### config.mk
export PLATFORM = sky130hd
export DESIGN_NAME = tlb_fill
export DESIGN_NICKNAME = d
export VERILOG_FILES = /design/src/rtl/tlb_fill.sv
export SDC_FILE = /design/constraint.sdc
export NUM_CORES = 1
export LEC_CHECK = 0
export CAP_MARGIN = 20
export CORE_MARGIN = 2
export CORE_UTILIZATION = 50
export CTS_BUF_LIST = sky130_fd_sc_hd__clkbuf_8 sky130_fd_sc_hd__clkbuf_16
export CTS_CLUSTER_SIZE = 12
export DETAILED_ROUTE_END_ITERATION = 6
export PLACE_DENSITY = 0.85
export SYNTH_ARGS = -nofsm -noshare
export SYNTH_HDL_FRONTEND = slang
export SYNTH_SLANG_ARGS = --single-unit
### constraint.sdc
create_clock -name clk -period 17.4 [get_ports clk]
set_input_delay 2.61 -clock clk [delete_from_list [all_inputs] [get_ports clk]]
set_output_delay 2.61 -clock clk [all_outputs]
set_load 0.01 [all_outputs]
### src/rtl/tlb_fill.sv
// tlb_fill: hardware page-table walker that fills an 8-entry TLB register file.
//
// On a one-cycle miss request it reads one word from a linear page table.
// If the page is present, it installs the translation into the register file.
// If the page is absent, it signals a fault. Either way it ends with a
// single-cycle miss_done pulse.
//
// Ports
//   clk          clock, rising-edge active
//   rst          asynchronous active-high reset
//   miss_req     one-cycle fill request for miss_va (honoured only when idle)
//   miss_va      faulting virtual address, VPN = miss_va[31:12]
//   flush        clears every valid bit and the replacement pointer
//   busy         FSM is not idle
//   miss_done    one-cycle completion pulse
//   miss_fault   qualifies miss_done: the page was not present
//   mem_req      page-table read request, held until mem_rdy
//   mem_addr     page-table word address
//   mem_rdy      read accepted; mem_rd_data valid in the same cycle
//   mem_rd_data  page-table word: [0] r/w, [1] present, [2] cacheable, [31:12] PPN
//   tlb_reg_out  packed entries, entry i at [i*PTE_WIDTH +: PTE_WIDTH]
//
// Entry format: [0] r/w, [1] present, [2] valid, [22:3] PPN, [42:23] VPN,
// [43] cacheable.
module tlb_fill #(
    parameter int          PTE_WIDTH = 44,
    parameter logic [31:0] PT_BASE   = 32'h0000_0000
) (
    input  logic                   clk,
    input  logic                   rst,
    input  logic                   miss_req,
    input  logic [31:0]            miss_va,
    input  logic                   flush,
    output logic                   busy,
    output logic                   miss_done,
    output logic                   miss_fault,
    output logic                   mem_req,
    output logic [31:0]            mem_addr,
    input  logic                   mem_rdy,
    input  logic [31:0]            mem_rd_data,
    output logic [PTE_WIDTH*8-1:0] tlb_reg_out
);

    typedef enum logic [2:0] {
        IDLE    = 3'd0,
        REQ     = 3'd1,
        INSTALL = 3'd2,
        DONE    = 3'd3,
        FAULT   = 3'd4
    } state_t;

    state_t               state_r;
    state_t               state_next_s;
    logic [19:0]          vpn_r;
    logic [19:0]          ppn_r;
    logic                 rw_r;
    logic                 present_r;
    logic                 cacheable_r;
    logic [2:0]           rr_ptr_r;
    logic [PTE_WIDTH-1:0] entry_r [8];

    logic                 hit_s;
    logic [2:0]           hit_idx_s;
    logic                 free_s;
    logic [2:0]           free_idx_s;
    logic [2:0]           target_s;
    logic                 use_rr_s;
    logic                 unused_s;

    // Assemble a valid TLB entry from the latched page-table fields.
    function automatic logic [PTE_WIDTH-1:0] make_entry(
        input logic        cacheable,
        input logic [19:0] vpn,
        input logic [19:0] ppn,
        input logic        present,
        input logic        rw
    );
        logic [PTE_WIDTH-1:0] e;
        e        = '0;
        e[0]     = rw;
        e[1]     = present;
        e[2]     = 1'b1;
        e[22:3]  = ppn;
        e[42:23] = vpn;
        e[43]    = cacheable;
        return e;
    endfunction

    // Page-offset bits and unused page-table attribute bits carry no information here.
    assign unused_s = ^{miss_va[11:0], mem_rd_data[11:3]};

    // State register.
    always_ff @(posedge clk or posedge rst) begin
        if (rst) begin
            state_r <= IDLE;
        end else begin
            state_r <= state_next_s;
        end
    end

    // Next-state logic; flush deliberately has no influence on the sequence.
    always_comb begin
        state_next_s = state_r;
        case (state_r)
            IDLE:    state_next_s = miss_req ? REQ : IDLE;
            REQ: begin
                if (mem_rdy) begin
                    state_next_s = mem_rd_data[1] ? INSTALL : FAULT;
                end else begin
                    state_next_s = REQ;
                end
            end
            INSTALL: state_next_s = DONE;
            DONE:    state_next_s = IDLE;
            FAULT:   state_next_s = IDLE;
            default: state_next_s = IDLE;
        endcase
    end

    // Status and memory-request outputs are pure decodes of the state register.
    always_comb begin
        busy       = (state_r != IDLE);
        mem_req    = (state_r == REQ);
        miss_done  = (state_r == DONE) || (state_r == FAULT);
        miss_fault = (state_r == FAULT);
        mem_addr   = PT_BASE + {10'b0, vpn_r, 2'b00};
    end

    // Target selection: an existing hit is reused so a VPN never appears twice,
    // then the lowest free slot, then the round-robin victim. The loop runs
    // downward so the lowest matching index is the one that survives.
    always_comb begin
        hit_s      = 1'b0;
        hit_idx_s  = 3'd0;
        free_s     = 1'b0;
        free_idx_s = 3'd0;
        for (int i = 7; i >= 0; i--) begin
            hit_idx_s  = (entry_r[i][2] && (entry_r[i][42:23] == vpn_r)) ? 3'(i) : hit_idx_s;
            hit_s      = hit_s | (entry_r[i][2] && (entry_r[i][42:23] == vpn_r));
            free_idx_s = (!entry_r[i][2]) ? 3'(i) : free_idx_s;
            free_s     = free_s | !entry_r[i][2];
        end
        target_s = hit_s ? hit_idx_s : (free_s ? free_idx_s : rr_ptr_r);
        use_rr_s = !hit_s && !free_s;
    end

    // Request latches, page-table word capture, entry install and flush.
    // Flush takes priority over an install in the same cycle.
    always_ff @(posedge clk or posedge rst) begin
        if (rst) begin
            vpn_r       <= 20'd0;
            ppn_r       <= 20'd0;
            rw_r        <= 1'b0;
            present_r   <= 1'b0;
            cacheable_r <= 1'b0;
            rr_ptr_r    <= 3'd0;
            for (int i = 0; i < 8; i++) begin
                entry_r[i] <= '0;
            end
        end else begin
            if (state_r == IDLE && miss_req) begin
                vpn_r <= miss_va[31:12];
            end
            if (state_r == REQ && mem_rdy) begin
                ppn_r       <= mem_rd_data[31:12];
                cacheable_r <= mem_rd_data[2];
                present_r   <= mem_rd_data[1];
                rw_r        <= mem_rd_data[0];
            end
            if (flush) begin
                for (int i = 0; i < 8; i++) begin
                    entry_r[i][2] <= 1'b0;
                end
                rr_ptr_r <= 3'd0;
            end else if (state_r == INSTALL) begin
                entry_r[target_s] <= make_entry(cacheable_r, vpn_r, ppn_r, present_r, rw_r);
                if (use_rr_s) begin
                    rr_ptr_r <= rr_ptr_r + 3'd1;
                end
            end
        end
    end

    // Register file exposed directly, no input-to-output path.
    for (genvar g = 0; g < 8; g++) begin : g_out
        assign tlb_reg_out[g*PTE_WIDTH +: PTE_WIDTH] = entry_r[g];
    end

endmodule

==> impl_summary.txt <==
----------------------------------------------------
[Route]
  Routed wire length ... 53760 um
  Drt drc ... 0
  Avg WL per Cell ... 25.42 um
  Number of vias per cell after detailed routing ... 5.625
  Post-DRT Antenna Nets ... 0
  DR pass1 iterations ... 5
  Iter 0 DRT Violations ... 825
  Vias ... 11900

[Timing]
  Final hold vios ... 0
  Final clock skew ... 0.01295 ns
  WHS ... 0.4836 ns
  Final critical path time including I/O delays and setup ... 5.436 ns
  Setup TNS ... 0 ns
  RSZ-0062 raised after global routing ... no
  Fin crit share ... 31.24%
  Count of final setup violators ... 0
  Final setup margin ... 11.96 ns
  Final slew viol count ... 0
  Worst Tran Pin Value ... 0.9971 ns
  Upper clock frequency limit ... 184.0 MHz
  Worst max-slew margin expressed relative to the limit ... 33.21%

[Setup path]
  Largest stage delay on the critical path ... 0.77 ns
  Req. time, crit path ... 17.83 ns
  R2R setup slack ... 12.43 ns
  Family with the most delay on the worst path ... buffers and inverters
  Maximum fanout encountered on the critical timing path ... 38
  Depth of the worst register-to-register path ... 9
  Cell chain of the critical path ... clkdlybuf4s50_1 > nor3_1 > nand2_1 > a2bb2oi_2 > nor4_4 > buf_4 > mux2_2
  Element type at the critical path end ... register
  FF-to-FF Start ... vpn_r[9]
  Critical path's slowest cell ... sky130_fd_sc_hd__buf_4
  Worst flop-to-flop path endpoint ... tlb_reg_out[337]
  Critical Setup Path Class ... in2reg
  Startpoint kind of the worst setup timing path ... input pin
  Arrival time worst endpoint ... 5.86 ns
  Count of buffer and inverter cells on the critical path ... 2

[Clock network]
  Post-cts hold buffer count ... 0
  Worst-path clk slew ... 0.06 ns
  Number of setup buffers added after CTS ... 0
  Maximum buffer depth of the clock tree ... 3
  Skew-Pair Late Insertion Delay ... 0.54 ns
  Clock tree from TritonCTS ... built
  CTS H-tree depth ... 2
  Clock net sink count ... 401
  Post-CTS sizing ... 0
  Number of buffers inserted during clock tree synthesis ... 44
  Root buffer cell ... sky130_fd_sc_hd__clkbuf_16

[Final layout]
  Final Instance Area ... 23820 um2
  Share of post-route cells with drive strength above 1 ... 28.25%
  P&R area growth vs syn ... 32.93%
  Area taken by multi-input logic gates ... 7306 um2
  Layout Nets ... 1699
  Number of fillers in the final layout ... 2521
  Area occupied by registers ... 10030 um2

[GRT]
  Global-route wire length before repair ... 80600 um
  Total routing usage reported by global routing ... 28.43%
  Number of global-route vias before repair ... 12260
  Maximum number of pins on one net before global-route repair ... 106
  Number of antenna violations at the first check in global routing ... 1
  Total gr overflow ... 0

[Hold path]
  Hold Path End ... tlb_reg_out[51]
  Worst min-delay path class ... reg2reg
  Hold Path Depth ... 1
  Min-delay src ... tlb_reg_out[51]

[Place]
  GPL Wtd Cong ... 0.9287
  Count of buffers inserted at the top-level ports ... 423
  Placed cell area ... 22340 um2
  HPWL after DPL ... 37610 um
  Pre-CTS worst setup slack ... 11.39 ns

[Synth]
  Warning count from the yosys run ... 0
  Post-synthesis cell count ... 1219
  FFs w/ async S/R, synth ... 100.0%
  Count of distinct cell types in the synthesized netlist ... 52
  Avg Cell Area, Syn ... 14.70 um2
  Post-synth top flop ... sky130_fd_sc_hd__dfrtp_1
  Part of the Yosys area used for sequential elements ... 56.01%
  Synth Register Bits ... 401
  Area of the mapped netlist ... 17920 um2
  Number of flops mapped to enable cells by yosys ... 0

[Die]
  Die Wd ... 193.3 um
  Die footprint ... 37360 um2
  Core area ... 35400 um2
  Starting utilization of the core area ... 50.62%
  FP Rows ... 69
  IO Pins ... 457
  Vert. Die Dim ... 193.3 um

[Run status]
  Outcome ... finished clean

[Power and ir drop]
  Total leakage power ... 10.76 nW
  Max VDD drop ... 0.00009214 V
  Power Total ... 0.003141 W
  PwrDens ... 131.9 nW/um2

[Run]
  Count of maximum capacitance violations ... 0

----------------------------------------------------
==> synthesized netlist by cell type (2+ instances only) <==
cell | n | area share [%]
sky130_fd_sc_hd__a21o_1 | 3 | 0.13
sky130_fd_sc_hd__nor4_2 | 2 | 0.14
sky130_fd_sc_hd__mux2_4 | 78 | 6.5
sky130_fd_sc_hd__a21oi_1 | 2 | 0.056
sky130_fd_sc_hd__nor4_4 | 2 | 0.24
sky130_fd_sc_hd__mux2_2 | 286 | 18
sky130_fd_sc_hd__a211oi_4 | 2 | 0.22
sky130_fd_sc_hd__o21ai_0 | 6 | 0.17
sky130_fd_sc_hd__nor3b_1 | 5 | 0.21
sky130_fd_sc_hd__o211ai_2 | 3 | 0.21
sky130_fd_sc_hd__buf_6 | 16 | 1.0
sky130_fd_sc_hd__buf_4 | 26 | 1.1
sky130_fd_sc_hd__nor3_1 | 4 | 0.11
sky130_fd_sc_hd__xnor2_1 | 122 | 6.0
sky130_fd_sc_hd__nand4_2 | 2 | 0.14
sky130_fd_sc_hd__nor2_1 | 9 | 0.19
sky130_fd_sc_hd__dfrtp_1 | 401 | 56
sky130_fd_sc_hd__nand4_1 | 51 | 1.8
sky130_fd_sc_hd__and4_1 | 3 | 0.15
sky130_fd_sc_hd__xor2_1 | 40 | 2.0
sky130_fd_sc_hd__or2_1 | 5 | 0.17
sky130_fd_sc_hd__nand2_1 | 9 | 0.19
sky130_fd_sc_hd__clkbuf_1 | 8 | 0.17
sky130_fd_sc_hd__nand2b_1 | 4 | 0.14
sky130_fd_sc_hd__and2_1 | 3 | 0.10
sky130_fd_sc_hd__o21bai_1 | 2 | 0.084
sky130_fd_sc_hd__nor4b_1 | 4 | 0.20
sky130_fd_sc_hd__mux2_1 | 23 | 1.4
sky130_fd_sc_hd__inv_1 | 9 | 0.19
sky130_fd_sc_hd__nor4_1 | 16 | 0.56
sky130_fd_sc_hd__nand3_1 | 13 | 0.36
sky130_fd_sc_hd__buf_2 | 40 | 1.1
==> routing by layer <==
metal	vias to the layer above	part of all wire (%)	track usage [%]
met4	0	4.3	12.07
li1	5104	-	-
met1	6170	43	38.44
met5	-	0	0
met2	505	46	44.60
met3	118	6.7	6.206
==> cell families after synthesis <==
group / Yosys count / synth area share [%]
buffers and inverters: 101 / 3.666
xor gates and xnor gates: 162 / 7.919
AOI/OAI and AO/OA: 29 / 1.474
DFF: 401 / 56.01
muxes: 388 / 26.01
adders and majority gates: 1 / 0.06982
and+or+nand+nor: 136 / 4.832
other: 1 / 0.02093
==> cell type report <==
cell class | instances | share of cell area (%)
Clock buffer | 54 | 5.248
Inverter | 9 | 0.1734
Clock inverter | 16 | 0.6199
Timing Repair Buffer | 445 | 18.72
Multi-Input combinational cell | 728 | 30.67
Sequential cell | 401 | 42.13
Tap cell | 461 | 2.422
Antenna cell | 1 | 0.01051
==> power by group <==
part,total [W],switching [W],internal (W)
registers,0.00133,0.000281,0.00105
logic,0.000898,0.000423,0.000474
clock network,0.000913,0.000367,0.000546
total,0.00314,0.00107,0.00207
==> stage by stage <==
| step | utilization, % | std cells |
|---|---|---|
| after floorplan | - | 1230 |
| after global placement | 63.10 | 2041 |
| after detailed placement | 63.10 | 2041 |
| after CTS | 67.05 | 2111 |
| after global routing | 67.29 | 2115 |
| final | 67.29 | 2115 |
==> worst max-delay path by stage <==
stage,start,endpoint,slack [ns],depth (start not counted)
final,flush,tlb_reg_out[42],11.96,7
after global routing,flush,tlb_reg_out[43],11.78,7
after CTS,flush,tlb_reg_out[42],11.96,7
after detailed placement,flush,tlb_reg_out[42],11.39,7
after global placement,flush,tlb_reg_out[42],11.41,7
after floorplan,rst,cacheable_r,3.64,1
==> layout by cell type, fill, tap and decap left out, types with 2 or more instances in the layout <==
cell and instances:
sky130_fd_sc_hd__nand2_1 9, sky130_fd_sc_hd__nand2b_1 4, sky130_fd_sc_hd__buf_4 19, sky130_fd_sc_hd__a211oi_4 2, sky130_fd_sc_hd__o211ai_4 2, sky130_fd_sc_hd__clkinv_2 7
sky130_fd_sc_hd__inv_1 14, sky130_fd_sc_hd__xor2_1 40, sky130_fd_sc_hd__clkbuf_16 45, sky130_fd_sc_hd__or2_1 5, sky130_fd_sc_hd__mux2_2 286, sky130_fd_sc_hd__o21bai_1 2
sky130_fd_sc_hd__xnor2_1 122, sky130_fd_sc_hd__and4_1 3, sky130_fd_sc_hd__nor4_4 2, sky130_fd_sc_hd__mux2_4 78, sky130_fd_sc_hd__nor2_1 8, sky130_fd_sc_hd__nor4b_1 4
sky130_fd_sc_hd__dfrtp_1 401, sky130_fd_sc_hd__nor3_1 4, sky130_fd_sc_hd__nand4_4 2, sky130_fd_sc_hd__mux2_1 23, sky130_fd_sc_hd__conb_1 12, sky130_fd_sc_hd__buf_16 3
sky130_fd_sc_hd__nand3_1 13, sky130_fd_sc_hd__a21oi_1 2, sky130_fd_sc_hd__nand4_1 51, sky130_fd_sc_hd__nor4_2 2, sky130_fd_sc_hd__o21ai_0 6, sky130_fd_sc_hd__nor3b_1 5
sky130_fd_sc_hd__a21o_1 3, sky130_fd_sc_hd__clkbuf_8 9, sky130_fd_sc_hd__bufinv_16 3, sky130_fd_sc_hd__clkdlybuf4s50_1 423, sky130_fd_sc_hd__nor4_1 16, sky130_fd_sc_hd__and2_1 3
==> registers in the layout, indices dropped and copies added (netlist names) <==
signal / cells
cacheable_r: 1
ppn_r: 20
present_r: 1
rr_ptr_r: 3
rw_r: 1
state_r: 3
tlb_reg_out: 352
vpn_r: 20
Note: power is estimated with default switching activity, not from simulation.
